[src/rtl/pc_return_stack.sv]
// Call/return address LIFO feeding the PC register's load port.
// Pushes pc_in+1 on call, pops on ret, and keeps sticky error flags for misuse.
module pc_return_stack #(
  parameter int AW    = 5,
  parameter int DEPTH = 4,
  parameter int CW    = 3
) (
  input  logic          clk,
  input  logic          res_n,
  input  logic [AW-1:0] pc_in,
  input  logic          call,
  input  logic          ret,
  input  logic [AW-1:0] target,
  input  logic          clr_err,
  output logic          load_out,
  output logic [AW-1:0] load_addr,
  output logic [CW-1:0] count,
  output logic          full,
  output logic          empty,
  output logic          overflow,
  output logic          underflow,
  output logic          proto_err
);

  localparam int IW = (DEPTH > 1) ? $clog2(DEPTH) : 1;

  logic [AW-1:0] stack_q [DEPTH];
  logic [AW-1:0] stack_d [DEPTH];
  logic [CW-1:0] count_q, count_d;
  logic [AW-1:0] load_addr_q, load_addr_d;
  logic          load_out_q, load_out_d;
  logic          overflow_q, overflow_d;
  logic          underflow_q, underflow_d;
  logic          proto_err_q, proto_err_d;
  logic [CW-1:0] top_idx;
  logic          full_w, empty_w;

  assign full_w  = (count_q == CW'(DEPTH));
  assign empty_w = (count_q == '0);
  assign top_idx = count_q - CW'(1);

  always_comb begin
    stack_d     = stack_q;
    count_d     = count_q;
    load_addr_d = load_addr_q;
    load_out_d  = 1'b0;
    // Clear is applied first so an error detected in the same cycle wins.
    overflow_d  = clr_err ? 1'b0 : overflow_q;
    underflow_d = clr_err ? 1'b0 : underflow_q;
    proto_err_d = clr_err ? 1'b0 : proto_err_q;

    if (call && ret) begin
      proto_err_d = 1'b1;
    end else if (call) begin
      if (full_w) begin
        overflow_d = 1'b1;
      end else begin
        stack_d[count_q[IW-1:0]] = pc_in + AW'(1);
        count_d     = count_q + CW'(1);
        load_addr_d = target;
        load_out_d  = 1'b1;
      end
    end else if (ret) begin
      if (empty_w) begin
        underflow_d = 1'b1;
      end else begin
        load_addr_d = stack_q[top_idx[IW-1:0]];
        count_d     = top_idx;
        load_out_d  = 1'b1;
      end
    end
  end

  always_ff @(posedge clk or negedge res_n) begin
    if (!res_n) begin
      for (int i = 0; i < DEPTH; i++) stack_q[i] <= '0;
      count_q     <= '0;
      load_addr_q <= '0;
      load_out_q  <= 1'b0;
      overflow_q  <= 1'b0;
      underflow_q <= 1'b0;
      proto_err_q <= 1'b0;
    end else begin
      stack_q     <= stack_d;
      count_q     <= count_d;
      load_addr_q <= load_addr_d;
      load_out_q  <= load_out_d;
      overflow_q  <= overflow_d;
      underflow_q <= underflow_d;
      proto_err_q <= proto_err_d;
    end
  end

  assign load_out  = load_out_q;
  assign load_addr = load_addr_q;
  assign count     = count_q;
  assign full      = full_w;
  assign empty     = empty_w;
  assign overflow  = overflow_q;
  assign underflow = underflow_q;
  assign proto_err = proto_err_q;

endmodule

[config.mk]
export PLATFORM = sky130hd
export DESIGN_NAME = pc_return_stack
export DESIGN_NICKNAME = d
export VERILOG_FILES = /design/src/rtl/pc_return_stack.sv
export SDC_FILE = /design/constraint.sdc
export NUM_CORES = 1
export LEC_CHECK = 0
export ABC_AREA = 1
export CORE_UTILIZATION = 45
export CTS_CLUSTER_DIAMETER = 200
export CTS_CLUSTER_SIZE = 24
export DETAILED_ROUTE_END_ITERATION = 10
export GPL_TIMING_DRIVEN = 0
export PLACE_DENSITY = 0.68
export REMOVE_ABC_BUFFERS = 1
export SKIP_CTS_REPAIR_TIMING = 1
export SYNTH_ARGS = -nofsm -noshare
export SYNTH_HDL_FRONTEND = slang
export SYNTH_SLANG_ARGS = --single-unit
[constraint.sdc]
create_clock -name clk -period 5.2 [get_ports clk]
set_clock_uncertainty 0.15 [all_clocks]
set_input_delay 0.52 -clock clk [delete_from_list [all_inputs] [get_ports clk]]
set_output_delay 0.52 -clock clk [all_outputs]
set_load 0.01 [all_outputs]
==> flow_summary.rst <==
.. list-table::
   :header-rows: 1

   * - Metric
     - Value
   * - Synth unique cells
     - 22
   * - Sw Ratio
     - 39.3%
   * - Placed cell count
     - 280
   * - Commonest non-fill, non-tap cell in the layout
     - sky130_fd_sc_hd__nand2_1
   * - Net switching power figure
     - 0.470 mW
   * - Crit start category
     - flop
   * - Dominant combinational cell family by area after synthesis
     - simple AND/OR/NAND/NOR gates
   * - Number of diodes added for antenna fixing
     - 0
   * - Wire length per cell
     - 12.3 microns
   * - GRT overflow
     - 0
   * - Smallest hold slack
     - 0.143 ns
   * - CTS tree
     - yes
   * - Cell Pwr Density
     - 561 nW/um^2
   * - Post-synthesis average cell area
     - 8.28 sq um
   * - Final setup violating endpoints
     - 0
   * - Total half-perimeter wirelength after legalization and detailed placement
     - 2.54 mm
   * - Detailed-routing iteration count for the pre-antenna-repair pass
     - 4
   * - Complex-gate fraction of the synthesized area
     - 8.95%
   * - Row count
     - 22
   * - Overall die height
     - 64.3 microns
   * - Result of the run
     - completed
   * - Simple-gate portion of the synthesized area
     - 30.0%
   * - CP max FO
     - 14
   * - Post-synthesis sequential element count
     - 32
   * - RSZ-0062 raised after global routing
     - no
   * - Worst reg2reg path endpoint
     - stack_q[0]
   * - H-Tree Level Count
     - 2
   * - Number of clock sinks seen by CTS
     - 32
   * - Remaining number of nets flagged by the antenna check after routing
     - 0
   * - Antenna violations before repair
     - 0
   * - Worst supply voltage drop on vdd
     - 240 uV
   * - Initial core utilization
     - 47.4%
   * - Global-route wire length before repair
     - 6.29 mm
   * - Clk pwr share
     - 19.5%
   * - Number of pins exceeding their max-slew limit in the final report
     - 0
   * - Die ar.
     - 4140 sq um
   * - Source-to-sink clock delay at the later pin of the worst-skew pair
     - 0.28 ns
   * - CP Class
     - flop to primary output
   * - Area of the multi-input gates
     - 830 sq um
   * - Relative area change from synthesis to final layout
     - 22.0%
   * - Post-Syn Instances
     - 211
   * - NumNets Final
     - 261
   * - Deepest clock path buffer count
     - 2
   * - Root buf cell
     - sky130_fd_sc_hd__clkbuf_8
   * - Vias per cell
     - 4.84
   * - Max-cap viol count
     - 0
   * - Final critical path time including I/O delays and setup
     - 2.93 ns
   * - Part of the cycle the worst path needs
     - 56.4%
   * - Most used cells in the layout excluding fill and tap cells
     - 82 x sky130_fd_sc_hd__nand2_1, 32 x sky130_fd_sc_hd__dfrtp_1, 27 x sky130_fd_sc_hd__clkdlybuf4s50_1
   * - Static Leakage
     - 1.04 nW
   * - DR vias
     - 1,393
   * - Total count of hold-check failures in the final report
     - 0
   * - Data arrival time of the critical path
     - 2.26 ns
   * - Met1 layer wirelength in the final routing
     - 1.66 mm
   * - Cell depth of the worst flop-to-flop path
     - 7
   * - Data required, critical path
     - 4.53 ns
   * - Tightest Pin Transition
     - 0.717 ns
   * - Share of synthesized area spent on multiplexers
     - 0%
   * - Worst R2R Setup Slack
     - 2.59 ns
   * - Die outline width
     - 64.3 microns
   * - Setup TNS after final layout
     - 0 ns
   * - Internal power component
     - 0.727 mW
   * - DRC violation count after routing
     - 0
   * - Detailed Route WL
     - 3.54 mm
   * - Parity-gate share of the synthesized area counting xor and xnor cells
     - 3.51%
   * - Top routing layer in use
     - met4
   * - Sort of element at the end of the critical path
     - primary output
   * - Remaining max-slew budget at the tightest pin
     - 52.2%
   * - Netlist Area Pre-Place
     - 1750 sq um
   * - Cell Count, Final, Fillers Out
     - 288
   * - Combinational power share
     - 44.1%
   * - Top Ports
     - 29
   * - Max Clk Rate
     - 0.341 GHz
   * - Critical R2R Launch
     - count[0]
   * - Routability Congestion
     - 0.774
   * - Fraction of the yosys area taken by sequential cells
     - 45.8%
   * - Total routing resource utilization after global routing
     - 20.3%
   * - Total core area
     - 3690 sq um
   * - Class of the most critical hold timing path
     - input port to asynchronous set/reset pin
   * - Number of fill cells in the layout
     - 360
   * - End-of-flow core utilization
     - 57.8%
   * - Area of all sequential standard cells
     - 801 sq um
   * - Inserted Clock Buffers
     - 5
   * - Met3 wirelength from detailed routing
     - 158 microns
   * - 1st-iter DRT viols
     - 62
   * - Total number of yosys warnings
     - 0
   * - Port Buf Inserts
     - 28
   * - Adder-Cell Fraction of Synth Area
     - 5.01%
   * - Vias in the first global route
     - 1,351
   * - Clock-pin transition on the worst setup and hold timing paths
     - 0.06 ns
   * - Share of final-layout standard cells stronger than drive strength 1
     - 9.58%
   * - Proportion of power drawn by flip-flops and latches
     - 36.4%
   * - Met2 wire len
     - 1.70 mm
   * - Largest net degree at the start of global routing
     - 33
-- routing by layer --
metal | vias to the layer above | global-route usage, %
li1 | 728 | -
met4 | 0 | 7.50
met5 | - | 0
met3 | 2 | 4.64
met2 | 34 | 34.5
met1 | 629 | 25.1
-- stage by stage --
step / total power [mW] / area (sq um) / setup WS (ns)
3_5_place_dp: 0.971 / 2020 / 2.37
5_1_grt: 1.31 / 2130 / 2.12
4_1_cts: 1.21 / 2130 / 2.23
3_3_place_gp: 0.961 / 2030 / 2.40
6_report: 1.20 / 2130 / 2.27
2_1_floorplan: 0.774 / 1690 / 3.01
-- state kept, by name (all words and copies together) (netlist names) --
name	count
count	3
proto_err	1
overflow	1
load_out	1
stack_q	20
load_addr	5
underflow	1
-- cell type report --
class | count | share of cell area (%)
Multi-Input combinational cell | 157 | 38.9
Clock buffer | 6 | 3.40
Timing Repair Buffer | 28 | 12.9
Clock inverter | 2 | 1.64
Tap cell | 48 | 2.82
Inverter | 15 | 2.76
Sequential cell | 32 | 37.6
-- worst max-delay path, stage by stage (launching register included) --
cell and delay, ns:
sky130_fd_sc_hd__dfrtp_1 0.55, sky130_fd_sc_hd__inv_1 0.41, sky130_fd_sc_hd__ha_1 0.34, sky130_fd_sc_hd__nand2_1 0.11
sky130_fd_sc_hd__inv_1 0.06, sky130_fd_sc_hd__clkdlybuf4s50_1 0.52
-- power by group through the flow --
stage	logic [mW]	registers [mW]	clock network, mW
final	0.528	0.436	0.233
after global routing	0.605	0.451	0.252
after CTS	0.534	0.436	0.238
after detailed placement	0.531	0.440	0
after global placement	0.524	0.437	0
after floorplan	0.337	0.437	0
-- cell families after synthesis --
family	Yosys count
DFF	32
xor gates and xnor gates	7
AOI/OAI and AO/OA	27
buffers and inverters	22
adders and majority gates	7
and+or+nand+nor	116
-- synth_stat cells (all sizes together) --
| library cell | number | area [sq um] |
|---|---|---|
| xor2 | 5 | 43.8 |
| dfrtp | 32 | 801 |
| nand2 | 83 | 314 |
| or2 | 3 | 18.8 |
| nor3 | 1 | 5.00 |
| o21ai | 22 | 121 |
| a21oi | 1 | 5.00 |
| nor2 | 10 | 76.3 |
| clkbuf | 1 | 3.75 |
| o21a | 4 | 30.0 |
| buf | 6 | 55.1 |
| xnor2 | 2 | 17.5 |
| nand3 | 19 | 110 |
| inv | 15 | 58.8 |
| ha | 7 | 87.6 |
-- how the worst max path moves through the flow --
stage	start	endpoint	slack, ns
final	count[0]	empty	2.27
after global routing	count[0]	empty	2.12
after CTS	count[0]	empty	2.23
after detailed placement	call	stack_q[0]	2.37
after global placement	call	stack_q[10]	2.40
after floorplan	count[0]	stack_q[0]	3.01
Power figures use the tool's default switching activity.
